===== src/rtl/syscall_if.sv =====
// syscall_if: syscall decode inputs, go button and display/status outputs
interface syscall_if #(parameter int CNT_W = 32);
  logic syscall;
  logic [31:0] v0;
  logic [31:0] a0;
  logic go_btn;
  logic show;
  logic go;
  logic halted;
  logic [31:0] disp_data;
  logic disp_valid;
  logic [CNT_W-1:0] syscall_cnt;
  modport master(output syscall, v0, a0, go_btn, input show, go, halted, disp_data, disp_valid, syscall_cnt);
  modport slave(input syscall, v0, a0, go_btn, output show, go, halted, disp_data, disp_valid, syscall_cnt);
endinterface


===== src/rtl/syscall_unit.sv =====
// syscall_unit: syscall halt/display decode, debounced go pulse and syscall counter
module syscall_unit #(
  parameter logic [31:0] HALT_CODE = 32'd10,
  parameter logic [31:0] SHOW_CODE = 32'd34,
  parameter int DEBOUNCE_CYCLES = 16,
  parameter int CNT_W = 32
) (
  input logic clk,
  input logic rst,
  syscall_if.slave bus
);
  localparam int DW = $clog2(DEBOUNCE_CYCLES);
  typedef enum logic {RUN, HALT} state_t;
  state_t state, nxt;
  logic [1:0] sync;
  logic level;
  logic [DW-1:0] db_cnt;
  logic accept, diff, flip;
  assign bus.show = bus.syscall & (bus.v0 != HALT_CODE);
  assign accept = (state == RUN) & bus.syscall;
  assign diff = sync[1] != level;
  assign flip = diff & (db_cnt == DW'(DEBOUNCE_CYCLES - 1));
  // go overrides a same-cycle halt request, matching the downstream halt register
  always_comb nxt = state == HALT ? (bus.go ? RUN : HALT) : (accept && bus.v0 == HALT_CODE && !bus.go ? HALT : RUN);
  always_ff @(posedge clk) begin
    if (rst) begin
      state <= RUN;
      sync <= '0;
      level <= 1'b0;
      db_cnt <= '0;
      bus.go <= 1'b0;
      bus.halted <= 1'b0;
      bus.disp_data <= '0;
      bus.disp_valid <= 1'b0;
      bus.syscall_cnt <= '0;
    end else begin
      state <= nxt;
      bus.halted <= nxt == HALT;
      sync <= {sync[0], bus.go_btn};
      db_cnt <= diff && !flip ? db_cnt + 1'b1 : '0;
      level <= flip ? sync[1] : level;
      bus.go <= flip & sync[1];
      bus.syscall_cnt <= accept ? bus.syscall_cnt + CNT_W'(1) : bus.syscall_cnt;
      bus.disp_data <= accept && bus.v0 == SHOW_CODE ? bus.a0 : bus.disp_data;
      bus.disp_valid <= bus.disp_valid | (accept && bus.v0 == SHOW_CODE);
    end
  end
endmodule


===== src/flat_wrapper.sv =====
// flat-port wrapper written by rule: the top's interface ports become plain ports
module syscall_unit_flat 
#(
  parameter logic [31:0] HALT_CODE = 32'd10,
  parameter logic [31:0] SHOW_CODE = 32'd34,
  parameter int DEBOUNCE_CYCLES = 16,
  parameter int CNT_W = 32
)
  (clk, rst, bus_syscall, bus_v0, bus_a0, bus_go_btn, bus_show, bus_go, bus_halted, bus_disp_data, bus_disp_valid, bus_syscall_cnt);
  syscall_if #(.CNT_W(CNT_W)) bus_i ();
  input logic clk;
  input logic rst;
  input wire logic [$bits(bus_i.syscall)-1:0] bus_syscall;
  input wire logic [$bits(bus_i.v0)-1:0] bus_v0;
  input wire logic [$bits(bus_i.a0)-1:0] bus_a0;
  input wire logic [$bits(bus_i.go_btn)-1:0] bus_go_btn;
  output wire logic [$bits(bus_i.show)-1:0] bus_show;
  output wire logic [$bits(bus_i.go)-1:0] bus_go;
  output wire logic [$bits(bus_i.halted)-1:0] bus_halted;
  output wire logic [$bits(bus_i.disp_data)-1:0] bus_disp_data;
  output wire logic [$bits(bus_i.disp_valid)-1:0] bus_disp_valid;
  output wire logic [$bits(bus_i.syscall_cnt)-1:0] bus_syscall_cnt;
  assign bus_i.syscall = bus_syscall;
  assign bus_i.v0 = bus_v0;
  assign bus_i.a0 = bus_a0;
  assign bus_i.go_btn = bus_go_btn;
  assign bus_show = bus_i.show;
  assign bus_go = bus_i.go;
  assign bus_halted = bus_i.halted;
  assign bus_disp_data = bus_i.disp_data;
  assign bus_disp_valid = bus_i.disp_valid;
  assign bus_syscall_cnt = bus_i.syscall_cnt;
  syscall_unit #(.HALT_CODE(HALT_CODE), .SHOW_CODE(SHOW_CODE), .DEBOUNCE_CYCLES(DEBOUNCE_CYCLES), .CNT_W(CNT_W)) u_core (.clk(clk), .rst(rst), .bus(bus_i));
endmodule

===== config.mk =====
export PLATFORM = sky130hd
export DESIGN_NAME = syscall_unit_flat
export DESIGN_NICKNAME = d
export VERILOG_FILES = /design/src/rtl/syscall_if.sv /design/src/rtl/syscall_unit.sv /design/src/flat_wrapper.sv
export SDC_FILE = /design/constraint.sdc
export NUM_CORES = 1
export LEC_CHECK = 0
export CORE_MARGIN = 10
export CORE_UTILIZATION = 44
export DETAILED_ROUTE_END_ITERATION = 6
export GPL_ROUTABILITY_DRIVEN = 0
export PLACE_DENSITY_LB_ADDON = 0.05
export SETUP_SLACK_MARGIN = 0.15
export SLEW_MARGIN = 0
export SYNTH_ARGS = -nofsm -noshare
export SYNTH_HDL_FRONTEND = slang
export SYNTH_SLANG_ARGS = --single-unit

===== constraint.sdc =====
create_clock -name clk -period 2.7 [get_ports clk]
set_input_delay 0.81 -clock clk [delete_from_list [all_inputs] [get_ports clk]]
set_output_delay 0.81 -clock clk [all_outputs]
set_load 0.005 [all_outputs]

## After elaboration in Yosys (flattened, before gate mapping)

Cells that the tools add are included.

- Register bits after elaboration: 74
- Input port bits: 68
- Output and inout port bits: 68
- Logic and storage cells: 32

- Add/sub/neg operators: 2
- Eq/ne operators: 5
- Mux-type cells: 3
- Bitwise logic cells: 7
- Reduce and logical (&&, ||, !) cells: 7

Operators with widths:

| kind | count |
|---|---|
| $add A32 B1 Y32 const B | 1 |
| $eq A32 B4 Y1 const B | 1 |
| $eq A32 B6 Y1 const B | 1 |
| $ne A32 B4 Y1 const B | 1 |
| $add A4 B1 Y4 const B | 1 |
| $and A1 B1 Y1 | 4 |
| $eq A4 B4 Y1 const B | 1 |
| $logic_and A1 B1 Y1 | 4 |
| $mux W1 | 3 |
| $logic_not A1 Y1 | 2 |
| $not A1 Y1 | 2 |
| $reduce_or A2 Y1 | 1 |
| $ne A1 B1 Y1 | 1 |
| $or A1 B1 Y1 | 1 |

## Logic depth before layout (Yosys ltp)

- Word-level depth: 6
- Depth in mapped cells: 6
- Depth with buffers taken out: 5

## Worst setup path before layout

Ideal clock, no wire load.

- Kind: input to output
- Start point: input bus_v0[25]
- End point: output bus_show
- Arrival time: 1.706 ns
- Data required time: 1.890 ns
- Setup slack: 0.184 ns
- Cell stages on the path: 3
- Path buffers: 0
- Cells stage by stage: nor4_2 > nand3_2 > o41a_2

- Cells in the longest elaborated chain, start to end: 2

RTL lines:

| item | RTL line | source |
|---|---|---|
| start, declared | flat_wrapper.sv:14 | `input wire logic [$bits(bus_i.v0)-1:0] bus_v0;` |
| $ne A32 B4 Y1 | syscall_unit.sv:19 | `assign bus.show = bus.syscall & (bus.v0 != HALT_CODE);` |
| $and A1 B1 Y1 | syscall_unit.sv:19 |  |
| end, declared | flat_wrapper.sv:17 | `output wire logic [$bits(bus_i.show)-1:0] bus_show;` |

No other way between the ends.

## Final worst setup path

- Start point: input bus_v0[5]
- End point: output bus_show

The elaborated chain is that of the path after synthesis.

==> impl_metrics.env <==
export IMPL_cts_root_buf="clkbuf_8"
export IMPL_core_area_um2=7767
export IMPL_n_antenna_cell=0
export IMPL_die_x_um=109.4
export IMPL_syn_inst=365
export IMPL_hpwl_um=7062
export IMPL_drc_errors=0
export IMPL_synth_common_cells="dfxtp_1 (74), nand2b_1 (65), mux2i_1 (34)"
export IMPL_htreeDepth=3
export IMPL_nFillCells=573
export IMPL_cp_start_kind="input pin"
export IMPL_synth_warnings=0
export IMPL_io_buffers=135
export IMPL_ant_nets=0
export IMPL_routed_wl_um=10290
export IMPL_vias=3227
export IMPL_synth_nets=435
export IMPL_async_reset_ff_share_pct=0
export IMPL_cts_sinks=74
export IMPL_postSynthAreaPerCell_um2=9.639
export IMPL_post_drt_wl_per_cell_um=16.30
export IMPL_clk_pin_slew_ns=0.07
export IMPL_status="finished with violations"
export IMPL_tritoncts="yes"
export IMPL_synth_cell_types=45
export IMPL_area_delta_synth_final_pct=58.36
export IMPL_grt_max_degree=51
export IMPL_antenna_found_initial=0
export IMPL_ys_seq_area_share_pct=42.11
export IMPL_num_nets_final=594
export IMPL_drv_cap=0
export IMPL_grt_pass1_wl_um=16370
export IMPL_pwr_share_seq_pct=49.7
export IMPL_critical_path_class="in -> out"
export IMPL_grt_setup_unrepaired="true"
export IMPL_ys_ff_latch=74
export IMPL_p_int_w=0.001740
export IMPL_maxSlewViolCount=0
export IMPL_drive_above_1_share_pct=16.26
export IMPL_synth_ff_type="dfxtp_1"
export IMPL_period_share_pct=101.5
export IMPL_whs_ns=0.4627
export IMPL_synth_most_common_cell="dfxtp_1"
export IMPL_share_comb_of_total_power_pct=8.6
export IMPL_p_per_area_nw_per_um2=397.9
export IMPL_cp_num_buf_inv=2
export IMPL_cp_arrival_ns=1.93
export IMPL_fmax_mhz=364.9
export IMPL_dr_pass1_iters=4
export IMPL_finalPower_w=0.002217
export IMPL_initial_core_util_pct=45.30
export IMPL_holdBufCountCts=0
export IMPL_grt_pass1_vias=3247
export IMPL_synthTopCellsByArea="dfxtp_1 (42%), nand2b_1 (12%), mux2i_1 (9.7%), o31ai_1 (2.8%), or4_1 (2.8%)"
export IMPL_clkPwrFrac_pct=41.8
export IMPL_path_delay_family="buffers and inverters"
export IMPL_synth_top_cell_area_share_pct=42.11
export IMPL_viasPerCell=5.114
export IMPL_synth_edff_count=0
export IMPL_min_period_ns=2.740
export IMPL_crit_slowest_cell="o41a_2"
export IMPL_max_vdd_ir_drop_mv=0.2723
export IMPL_finalHoldViolCount=0
export IMPL_cts_buffers=9
export IMPL_clockBufferDepth=2
export IMPL_slew_headroom_pct=56.29
export IMPL_critPathMaxFanout=2
export IMPL_stdcell_count=631
export IMPL_setup_violations=2
export IMPL_place_inst=594
export IMPL_p_switching_w=0.0004768
export IMPL_worst_slack_ns=-0.04050
export IMPL_rows=32
export IMPL_grt_util_all_layers_pct=17.02
export IMPL_swShare_pct=21.51
export IMPL_cp_cell_sequence="clkdlybuf4s50_1 > nand2b_1 > o41a_2 > buf_6"
export IMPL_min_path_type="reg -> reg"
export IMPL_die_area_um2=11970
export IMPL_leakagePower_nw=1.991
export IMPL_cp_slowest_stage_delay_ns=0.44
export IMPL_synth_area_um2=3518
export IMPL_first_iter_violations=101
export IMPL_final_util_pct=71.73
export IMPL_worst_pin_slew_ns=0.6556
export IMPL_die_h_um=109.4
export IMPL_finClkSkew_ns=0.01000
export IMPL_ios=136
export IMPL_synth_area_leader_cell="dfxtp_1"
export IMPL_cp_required_ns=1.89
export IMPL_violations="setup timing"
export IMPL_grt_overflow_total=0
export IMPL_end_kind="output port"
export IMPL_insertion_delay_ns=0.34
per-stage QoR:
| stage | setup slack [ns] | TNS (ns) | area [µm²] |
|---|---|---|---|
| 4_1_cts | -0.05033 | -0.05033 | 5514 |
| 3_5_place_dp | -0.7080 | -1.272 | 4997 |
| 6_report | -0.04050 | -0.05157 | 5572 |
| 3_3_place_gp | -0.6847 | -0.8118 | 4997 |
| 5_1_grt | -0.1097 | -0.8798 | 5572 |
| 2_1_floorplan | 0.1835 | 0 | 3518 |
worst paths after layout:
check	startpoint	end	slack, ns	cells after the start
worst min register to register	u_core.sync[0]	u_core.sync[1]	0.46	1
worst min-delay path	u_core.sync[0]	u_core.sync[1]	0.46	1
worst max-delay path	bus_v0[5]	bus_show	-0.04	4
worst max register to register	u_core.bus.syscall_cnt[7]	u_core.bus.syscall_cnt[30]	0.77	4
timing repair:
item,CTS,global route
gates resized for setup,116,7
buffers inserted,15,2
pin swaps,14,8
setup endpoints to repair,1,34
hold endpoints to repair,0,0
gates cloned,4,0
cell type report:
type	count	area, µm²	share of cell area [%]
repair buffers	171	1783	32.00
inverters	1	3.754	0.06737
clock buffers	11	131.4	2.358
clock inverters	5	78.83	1.415
multi-input cells	267	1966	35.28
flip-flops and latches	74	1481	26.59
well taps	102	127.6	2.291
state kept, by name, indices dropped and copies added, names as in the netlist:
name and count:
u_core.bus.disp_data 32, u_core.bus.disp_valid 1, u_core.bus.go 1, u_core.bus.halted 1
u_core.bus.syscall_cnt 32, u_core.db_cnt 4, u_core.level 1, u_core.sync 2
power by group through the flow:
stage               Combinational [W]  Clock, W  Sequential, W
finish                       0.000190  0.000926        0.00110
global route                 0.000206  0.000998        0.00110
CTS                          0.000187  0.000952        0.00110
detailed placement           0.000188         0        0.00113
global placement             0.000185         0        0.00113
floorplan                   0.0000618         0        0.00113
cell usage in the layout (no fill, tap or decap), drive strengths merged, types with 13 or more instances in the layout:
cell type | Yosys | final
a21oi | 17 | 17
buf | 11 | 53
clkdlybuf4s50 | 0 | 103
dfxtp | 74 | 74
mux2i | 34 | 34
nand2 | 13 | 13
nand2b | 65 | 65
nand3 | 15 | 15
nor2 | 22 | 22
o31ai | 13 | 13
or4 | 13 | 13
cells by family after synthesis:
| group | count (synthesis) | synth area share, % |
|---|---|---|
| AOI/OAI and AO/OA | 37 | 6.614 |
| buffers and inverters | 24 | 3.876 |
| xor gates and xnor gates | 14 | 3.485 |
| muxes | 37 | 10.63 |
| DFF | 74 | 42.11 |
| adders and majority gates | 2 | 0.7111 |
| and+or+nand+nor | 177 | 32.57 |
per-layer routing:
layer  routed length, µm  track usage (%)  part of all wire [%]  vias to the layer above
li1                    -                -                     -                     1607
met4                 107            6.227                   1.0                        0
met3                 829            4.857                   8.1                       10
met1                4289            20.05                    42                     1506
met5                   0                0                     0                        -
met2                5060            28.83                    49                      104
Note: power is estimated with default switching activity, not from simulation.
